`src/rtl/ps2_keyboard.sv`:
```
// PS/2 keyboard receiver: synchronises and de-glitches the PS/2 clock,
// assembles 11-bit frames (start, 8 data LSB-first, odd parity, stop),
// and queues good scancodes in a first-word fall-through FIFO for the CPU.
module ps2_keyboard #(
  parameter int unsigned FILTER  = 8,
  parameter int unsigned TIMEOUT = 50000,
  parameter int unsigned DEPTH   = 8
) (
  input  logic       clock,
  input  logic       reset,
  input  logic       ps2_clk,
  input  logic       ps2_dat,
  input  logic       rd,
  input  logic       clr,
  output logic [7:0] o_data,
  output logic       ready,
  output logic       overflow,
  output logic       frame_err
);

  localparam int unsigned FW = $clog2(FILTER + 1);
  localparam int unsigned TW = $clog2(TIMEOUT + 1);
  localparam int unsigned AW = $clog2(DEPTH);
  localparam int unsigned CW = AW + 1;

  typedef enum logic [1:0] {
    IDLE   = 2'd0,
    DATA   = 2'd1,
    PARITY = 2'd2,
    STOP   = 2'd3
  } state_t;

  // Line synchronisers and clock filter
  logic          clk_s1, clk_s2;
  logic          dat_s1, dat_s2;
  logic          clk_filt;
  logic [FW-1:0] filt_cnt;
  logic          fall_edge;

  // Receiver
  state_t        state, state_n;
  logic [2:0]    bit_cnt, bit_cnt_n;
  logic [7:0]    shift, shift_n;
  logic          parity_ok, parity_ok_n;
  logic [TW-1:0] idle_cnt, idle_cnt_n;
  logic          push_q, push_n;
  logic          err_q, err_n;

  // FIFO
  logic [7:0]    mem [DEPTH];
  logic [AW-1:0] wr_ptr, rd_ptr;
  logic [CW-1:0] count;
  logic [7:0]    last_q;
  logic          full;
  logic          do_push, do_pop, ovf_set;

  // Two-flop synchronisers; reset to the idle-high bus level
  always_ff @(posedge clock) begin
    if (reset) begin
      clk_s1 <= 1'b1;
      clk_s2 <= 1'b1;
      dat_s1 <= 1'b1;
      dat_s2 <= 1'b1;
    end else begin
      clk_s1 <= ps2_clk;
      clk_s2 <= clk_s1;
      dat_s1 <= ps2_dat;
      dat_s2 <= dat_s1;
    end
  end

  // Filtered clock follows the synchronised level only after FILTER equal samples
  always_ff @(posedge clock) begin
    if (reset) begin
      clk_filt <= 1'b1;
      filt_cnt <= '0;
    end else if (clk_s2 == clk_filt) begin
      filt_cnt <= '0;
    end else if (filt_cnt == FW'(FILTER - 1)) begin
      clk_filt <= clk_s2;
      filt_cnt <= '0;
    end else begin
      filt_cnt <= filt_cnt + FW'(1);
    end
  end

  // Falling edge is flagged in the same cycle the filtered level drops
  always_comb begin
    fall_edge = (clk_s2 != clk_filt) && (filt_cnt == FW'(FILTER - 1)) && !clk_s2;
  end

  // Receiver state register
  always_ff @(posedge clock) begin
    if (reset) begin
      state     <= IDLE;
      bit_cnt   <= '0;
      shift     <= '0;
      parity_ok <= 1'b0;
      idle_cnt  <= '0;
      push_q    <= 1'b0;
      err_q     <= 1'b0;
    end else begin
      state     <= state_n;
      bit_cnt   <= bit_cnt_n;
      shift     <= shift_n;
      parity_ok <= parity_ok_n;
      idle_cnt  <= idle_cnt_n;
      push_q    <= push_n;
      err_q     <= err_n;
    end
  end

  // Frame decoding and inactivity timeout
  always_comb begin
    state_n     = state;
    bit_cnt_n   = bit_cnt;
    shift_n     = shift;
    parity_ok_n = parity_ok;
    idle_cnt_n  = idle_cnt;
    push_n      = 1'b0;
    err_n       = 1'b0;

    case (state)
      IDLE: begin
        idle_cnt_n = '0;
        if (fall_edge && !dat_s2) begin
          state_n   = DATA;
          bit_cnt_n = '0;
        end
      end
      DATA: begin
        if (fall_edge) begin
          shift_n   = {dat_s2, shift[7:1]};
          bit_cnt_n = bit_cnt + 3'd1;
          if (bit_cnt == 3'd7) begin
            state_n = PARITY;
          end
        end
      end
      PARITY: begin
        if (fall_edge) begin
          parity_ok_n = ^{shift, dat_s2};
          state_n     = STOP;
        end
      end
      STOP: begin
        if (fall_edge) begin
          if (dat_s2 && parity_ok) begin
            push_n = 1'b1;
          end else begin
            err_n = 1'b1;
          end
          state_n = IDLE;
        end
      end
      default: begin
        state_n = IDLE;
      end
    endcase

    // An edge restarts the idle count; a stalled partial frame is abandoned
    if (state != IDLE) begin
      if (fall_edge) begin
        idle_cnt_n = '0;
      end else if (idle_cnt == TW'(TIMEOUT - 1)) begin
        state_n    = IDLE;
        err_n      = 1'b1;
        idle_cnt_n = '0;
      end else begin
        idle_cnt_n = idle_cnt + TW'(1);
      end
    end
  end

  assign frame_err = err_q;

  // FIFO handshake: a simultaneous pop frees the slot a push into a full FIFO needs
  always_comb begin
    full    = (count == CW'(DEPTH));
    do_pop  = rd && ready;
    do_push = push_q && (!full || do_pop);
    ovf_set = push_q && full && !do_pop;
  end

  // Scancode storage; the shift register still holds the byte during the push cycle
  always_ff @(posedge clock) begin
    if (do_push) begin
      mem[wr_ptr] <= shift;
    end
  end

  // FIFO pointers, occupancy, sticky overflow and last popped byte
  always_ff @(posedge clock) begin
    if (reset) begin
      wr_ptr   <= '0;
      rd_ptr   <= '0;
      count    <= '0;
      overflow <= 1'b0;
      last_q   <= '0;
    end else begin
      if (do_push) begin
        wr_ptr <= wr_ptr + AW'(1);
      end
      if (do_pop) begin
        rd_ptr <= rd_ptr + AW'(1);
        last_q <= mem[rd_ptr];
      end
      case ({do_push, do_pop})
        2'b10:   count <= count + CW'(1);
        2'b01:   count <= count - CW'(1);
        default: count <= count;
      endcase
      if (ovf_set) begin
        overflow <= 1'b1;
      end else if (clr) begin
        overflow <= 1'b0;
      end
    end
  end

  // Head of queue when non-empty, otherwise the byte most recently read
  always_comb begin
    ready  = (count != '0);
    o_data = ready ? mem[rd_ptr] : last_q;
  end

endmodule

```
`config.mk`:
```
export PLATFORM = sky130hd
export DESIGN_NAME = ps2_keyboard
export DESIGN_NICKNAME = d
export VERILOG_FILES = /design/src/rtl/ps2_keyboard.sv
export SDC_FILE = /design/constraint.sdc
export NUM_CORES = 1
export LEC_CHECK = 0
export ABC_AREA = 0
export ABC_CLOCK_PERIOD_IN_PS = 3600
export BUFFER_PORTS_ARGS = -buffer_cell sky130_fd_sc_hd__buf_2
export CORE_ASPECT_RATIO = 1.75
export CORE_MARGIN = 2
export CORE_UTILIZATION = 44
export CTS_BUF_LIST = sky130_fd_sc_hd__clkbuf_4 sky130_fd_sc_hd__clkbuf_8 sky130_fd_sc_hd__clkbuf_16
export DETAILED_ROUTE_END_ITERATION = 8
export PLACE_DENSITY = 0.67
export SYNTH_ARGS = -nofsm -noshare
export SYNTH_HDL_FRONTEND = slang
export SYNTH_SLANG_ARGS = --single-unit
```
`constraint.sdc`:
```
create_clock -name clock -period 3.6 [get_ports clock]
set_input_delay 0.54 -clock clock [delete_from_list [all_inputs] [get_ports clock]]
set_output_delay 0.54 -clock clock [all_outputs]
set_load 0.02 [all_outputs]
```
==> results of run 1 <==
stage by stage:
stage | power [mW] | instances | area (sq um)
after floorplan | 1.55 | 402 | 5230
after global placement | 1.56 | 541 | 5420
after detailed placement | 1.56 | 541 | 5420
after CTS | 3.21 | 573 | 6020
after global routing | 3.28 | 573 | 6020
final | 3.17 | 573 | 6020
power by group through the flow:
stage / sequential, mW / clock (mW) / combinational, mW
2_1_floorplan: 1.54 / 0 / 0.0119
3_3_place_gp: 1.54 / 0 / 0.0165
3_5_place_dp: 1.54 / 0 / 0.0169
4_1_cts: 1.51 / 1.69 / 0.0170
5_1_grt: 1.51 / 1.75 / 0.0185
6_report: 1.51 / 1.65 / 0.0168
registers in the layout (all words and copies together) (netlist names), 2 cells and up, named ones only:
name / cells
idle_cnt: 16
count: 4
wr_ptr: 3
bit_cnt: 3
filt_cnt: 4
last_q: 8
rd_ptr: 3
shift: 8
state: 2
mem: 64
critical path, stage by stage (launching register included):
cell and delay [ps]:
dfxtp_1 310, buf_4 310, mux4_2 540, mux2i_1 480, a21oi_1 140, buf_2 180
per-layer routing:
layer  vias to the layer above  routed length, um  GRT usage, %
met5                         -                  0             0
met4                         0                156          7.34
met3                        11                172          4.22
met2                        43               5710          30.9
met1                      1479               3220          14.4
li1                       1485                  -             -
worst max-delay path by stage:
stage / from / end / slack, ps / depth (start not counted)
CTS: flop / o_data[1] / 620 / 5
floorplan: count[3] / count[3] / 970 / 11
finish: flop / o_data[1] / 690 / 5
global placement: count[3] / count[3] / 890 / 9
global route: flop / o_data[6] / 570 / 5
detailed placement: count[3] / count[3] / 800 / 9
final cells by class:
class	count	area [sq um]	share of cell area (%)
well taps	135	169	2.81
flip-flops and latches	127	3180	52.9
inverters	10	37.5	0.624
clock inverters	6	40.0	0.666
repair buffers	22	125	2.08
multi-input cells	247	1900	31.6
clock buffers	26	559	9.30
kinds of logic after synthesis:
kind of cell | share of synthesized area, %
fa+ha+maj | 2.54
buf+inv | 2.71
simple gates | 13.3
flops | 60.9
mux | 10.3
xor+xnor | 5.43
compound gates | 4.81
cell usage in the layout, fill, tap and decap left out, types with 4 or more instances in the layout:
master and instances:
mux2i_1 18, clkbuf_8 5, xor2_1 12, dfxtp_1 63
a211oi_2 8, buf_4 6, mux4_2 16, or2_2 4
inv_1 10, nand3_1 7, and3_1 4, xnor2_1 16
buf_2 16, a21oi_1 20, nor3_1 9, nor2_1 65
nand2_1 15, nand2b_1 9, ha_1 9, clkbuf_16 19
edfxtp_1 64
==> flow_metrics.env, run 1 <==
export IMPL_outcome="finished, final reports clean"
export IMPL_required_ps=3060
export IMPL_grt_max_degree=44
export IMPL_drive_above_1_share_pct=19.9
export IMPL_n_antenna_cell=0
export IMPL_dieArea_sq_um=12800
export IMPL_pin_count=17
export IMPL_hp_class="in -> reg"
export IMPL_reg2reg_setup_slack_ps=790
export IMPL_hold_viol=0
export IMPL_fmax_mhz=344
export IMPL_grt_pass1_wl_um=15200
export IMPL_synth_seq_area_share_pct=60.9
export IMPL_clkSinkCount=127
export IMPL_cp_max_fo=16
export IMPL_syn_avg_cell_area_sq_um=13.0
export IMPL_syn_cell_area_sq_um=5230
export IMPL_async_flop_share_pct=0
export IMPL_drc_errors=0
export IMPL_rsz0062_at_grt="false"
export IMPL_ant_nets=0
export IMPL_syn_to_final_growth_pct=15.1
export IMPL_first_pass_iters=5
export IMPL_combPwrFrac_pct=0.5
export IMPL_p_sw_uw=589
export IMPL_setup_viol=0
export IMPL_synth_common_cells="nor2_1, edfxtp_1, dfxtp_1, a21oi_1, mux2i_1"
export IMPL_grt_total_usage_pct=15.8
export IMPL_worst_hold_slack_ps=321
export IMPL_cap_violations=0
export IMPL_hpwlAfterDp_um=6620
export IMPL_synth_cells=402
export IMPL_cts_resized=0
export IMPL_drt_total_wl_um=9260
export IMPL_ir_drop_uv=396
export IMPL_ys_ff_latch=127
export IMPL_p_leak_nw=2.07
export IMPL_clk_pin_slew_ps=50
export IMPL_cp_arrival_ps=2370
export IMPL_rr_startpoint="count[3]"
export IMPL_globalRoute_totalOverflow=0
export IMPL_layout_min_cycle_time_ps=2910
export IMPL_startpoint_type="flop"
export IMPL_initial_core_util_pct=45.1
export IMPL_hold_buffers=0
export IMPL_hold_end="clk_s1"
export IMPL_first_global_vias=3138
export IMPL_path_class="reg -> out"
export IMPL_wl_per_cell_um=16.2
export IMPL_worstRegToRegCells=9
export IMPL_gp_congestion=0.725
export IMPL_post_route_util_pct=51.9
export IMPL_pwr_share_clk_pct=51.9
export IMPL_rows=52
export IMPL_maxSlewHeadroom_pct=42.0
export IMPL_setup_ws_ps=691
export IMPL_syn_nets=418
export IMPL_io_buffers=16
export IMPL_vias=3018
export IMPL_fin_tns_setup_ps=0
export IMPL_core_sq_um=11600
export IMPL_clock_skew_final_ps=7.46
export IMPL_synth_area_leader_cell="edfxtp_1"
export IMPL_cts_buffers=17
export IMPL_cts_setup_buffers=0
export IMPL_die_h_um=148
export IMPL_synth_area_leaders="edfxtp_1, dfxtp_1, mux4_2"
export IMPL_antenna_found_initial=0
export IMPL_pwr_share_seq_pct=47.6
export IMPL_maxSlewViolCount=0
export IMPL_nNetsFinal=441
export IMPL_hold_depth=2
export IMPL_power_density_nw_per_um2=528
export IMPL_cts_max_path_buffers=2
export IMPL_fp_dieW_um=86.4
export IMPL_fin_crit_sh_pct=80.8
export IMPL_viasPerCell=5.27
export IMPL_synth_most_common_cell="nor2_1"
export IMPL_clock_latency_ps=400
export IMPL_synth_edf_count=64
export IMPL_post_place_ws_ps=803
export IMPL_synth_ff_type="edfxtp_1"
export IMPL_power_switching_share_pct=18.6
export IMPL_end_kind="primary output"
export IMPL_cts_tree="done"
export IMPL_tightestPinTransition_ps=866
export IMPL_synth_top_area_share_pct=36.8
export IMPL_h_tree_depth=4
export IMPL_cts_root_buf="clkbuf_16"
export IMPL_min_from="ps2_clk"
export IMPL_p_int_mw=2.58
export IMPL_drt_initial_drc_count=122
export IMPL_r2r_end="count[3]"
export IMPL_fill_cells=998
export IMPL_yosysWarnings=0
export IMPL_ys_types=46
No activity file was read; power rests on OpenSTA's default activity.
==> inputs of run 2 (changes only) <==
--- a/config.mk
+++ b/config.mk
@@ -6,7 +6,7 @@
 export NUM_CORES = 1
 export LEC_CHECK = 0
 export ABC_AREA = 0
-export ABC_CLOCK_PERIOD_IN_PS = 3600
+export ABC_CLOCK_PERIOD_IN_PS = 2800
 export BUFFER_PORTS_ARGS = -buffer_cell sky130_fd_sc_hd__buf_2
 export CORE_ASPECT_RATIO = 1.75
 export CORE_MARGIN = 2
==> constraint.sdc (replaced) <==
create_clock -name clock -period 2.8 [get_ports clock]
set_input_delay 0.42 -clock clock [delete_from_list [all_inputs] [get_ports clock]]
set_output_delay 0.42 -clock clock [all_outputs]
set_load 0.02 [all_outputs]
==> run 2 against run 1 <==
  * Critical path depth is the same
  * Sequential power is 28% higher
  * First-iteration DRC count shrank 8.2%
  * Register-to-register slack got worse by 560 ps
  * Largest power group unchanged
==> flow_metrics.env, run 2 (same netlist as run 1, synthesis figures left out) <==
export IMPL_wl_per_cell_um=16.2
export IMPL_maxSlewViolCount=0
export IMPL_vias=3048
export IMPL_n_antenna_cell=0
export IMPL_tightestPinTransition_ps=555
export IMPL_first_pass_iters=4
export IMPL_end_kind="primary output"
export IMPL_drc_errors=0
export IMPL_grt_max_degree=44
export IMPL_combPwrFrac_pct=0.5
export IMPL_dieArea_sq_um=12800
export IMPL_clk_pin_slew_ps=50
export IMPL_cts_tree="done"
export IMPL_pwr_share_seq_pct=48.3
export IMPL_ir_drop_uv=568
export IMPL_fin_tns_setup_ps=0
export IMPL_viasPerCell=5.22
export IMPL_cp_max_fo=12
export IMPL_gp_congestion=0.800
export IMPL_h_tree_depth=4
export IMPL_pwr_share_clk_pct=51.2
export IMPL_outcome="finished, final reports clean"
export IMPL_grt_pass1_wl_um=15600
export IMPL_min_from="ps2_dat"
export IMPL_final_cell_mix="nor2_1, edfxtp_1, dfxtp_1"
export IMPL_path_class="reg -> out"
export IMPL_ant_nets=0
export IMPL_power_density_nw_per_um2=663
export IMPL_fp_dieW_um=86.4
export IMPL_power_switching_share_pct=18.9
export IMPL_drt_initial_drc_count=112
export IMPL_hold_buffers=0
export IMPL_clkSinkCount=127
export IMPL_setup_ws_ps=155
export IMPL_drive_above_1_share_pct=21.2
export IMPL_syn_to_final_growth_pct=16.0
export IMPL_setup_viol=0
export IMPL_fin_crit_sh_pct=94.5
export IMPL_startpoint_type="flop"
export IMPL_io_buffers=16
export IMPL_rows=52
export IMPL_maxSlewHeadroom_pct=63.0
export IMPL_p_leak_nw=2.10
export IMPL_clock_latency_ps=400
export IMPL_cts_max_path_buffers=2
export IMPL_die_h_um=148
export IMPL_layout_min_cycle_time_ps=2640
export IMPL_globalRoute_totalOverflow=0
export IMPL_p_total_mw=4.02
export IMPL_largest_reg_flops=64
export IMPL_cp_arrival_ps=2220
export IMPL_reg2reg_setup_slack_ps=230
export IMPL_first_global_vias=3167
export IMPL_post_route_util_pct=52.3
export IMPL_clock_skew_final_ps=10.4
export IMPL_grt_total_usage_pct=16.3
export IMPL_p_sw_uw=760
export IMPL_largestRegisters="mem: 64 flops, idle_cnt: 16 flops"
export IMPL_drt_total_wl_um=9480
export IMPL_nNetsFinal=452
export IMPL_layout_commonest_cell="nor2_1"
export IMPL_top_register="mem"
export IMPL_hold_viol=0
export IMPL_pin_count=17
export IMPL_rsz0062_at_grt="false"
export IMPL_wl_met3_um=159
export IMPL_initial_core_util_pct=45.1
export IMPL_hpwlAfterDp_um=6430
export IMPL_core_sq_um=11600
export IMPL_wl_met2_um=5630
export IMPL_required_ps=2380
export IMPL_dr_max_layer_used="met4"
export IMPL_wl_met1_um=3600
export IMPL_fmax_mhz=378
export IMPL_post_place_ws_ps=262
export IMPL_cts_setup_buffers=0
export IMPL_cts_resized=0
export IMPL_rr_startpoint="count[0]"
export IMPL_p_int_mw=3.26
export IMPL_cap_violations=0
export IMPL_cts_buffers=17
export IMPL_antenna_found_initial=0
export IMPL_hp_class="in -> reg"
export IMPL_cts_root_buf="clkbuf_16"
-- run 2: changes by cell type in the layout (fill, tap and decap cells not counted) --
cell        delta
clkinv_2       +3
clkinvlp_4     +2
buf_4         +11
inv_4          -3
bufinv_16      +2
clkinv_1       +3
clkbuf_16      -2
clkbuf_8       -5
-- run 2: final timing paths --
check                   end  cells after the start
setup reg to reg   count[3]                      9
hold reg to reg      dat_s2                      1
hold / removal       dat_s1                      2
setup / recovery  o_data[6]                      5
-- run 2: power groups by stage --
stage	clock, mW	sequential [mW]	combinational, mW
after detailed placement	0	1.98	0.0220
after global routing	2.18	1.94	0.0242
after global placement	0	1.98	0.0215
after floorplan	0	1.98	0.0152
after CTS	2.10	1.94	0.0221
final	2.06	1.94	0.0214
-- run 2: routing by layer --
layer	up-vias	GRT usage (%)
met5	-	0
met4	0	6.33
met3	8	4.33
met2	23	30.8
met1	1500	16.4
li1	1517	-
-- run 2: critical path, cell delays in order (launching register included) --
cell and delay, ps:
dfxtp_1 300, buf_4 240, mux4_2 550, mux2i_1 410
a21oi_1 130, buf_2 180
-- run 2: per-stage QoR --
stage	area (sq um)	cells	hold slack, ps
2_1_floorplan	5230	402	389
3_3_place_gp	5500	552	393
4_1_cts	6060	584	178
3_5_place_dp	5500	552	395
5_1_grt	6060	584	189
6_report	6060	584	200
-- run 2: layout make-up --
type	count	area, sq um
well taps	135	169
inverters	10	37.5
multi-input cells	247	1900
clock inverters	13	123
clock buffers	19	440
fillers	1017	5520
flip-flops and latches	127	3180
repair buffers	33	208
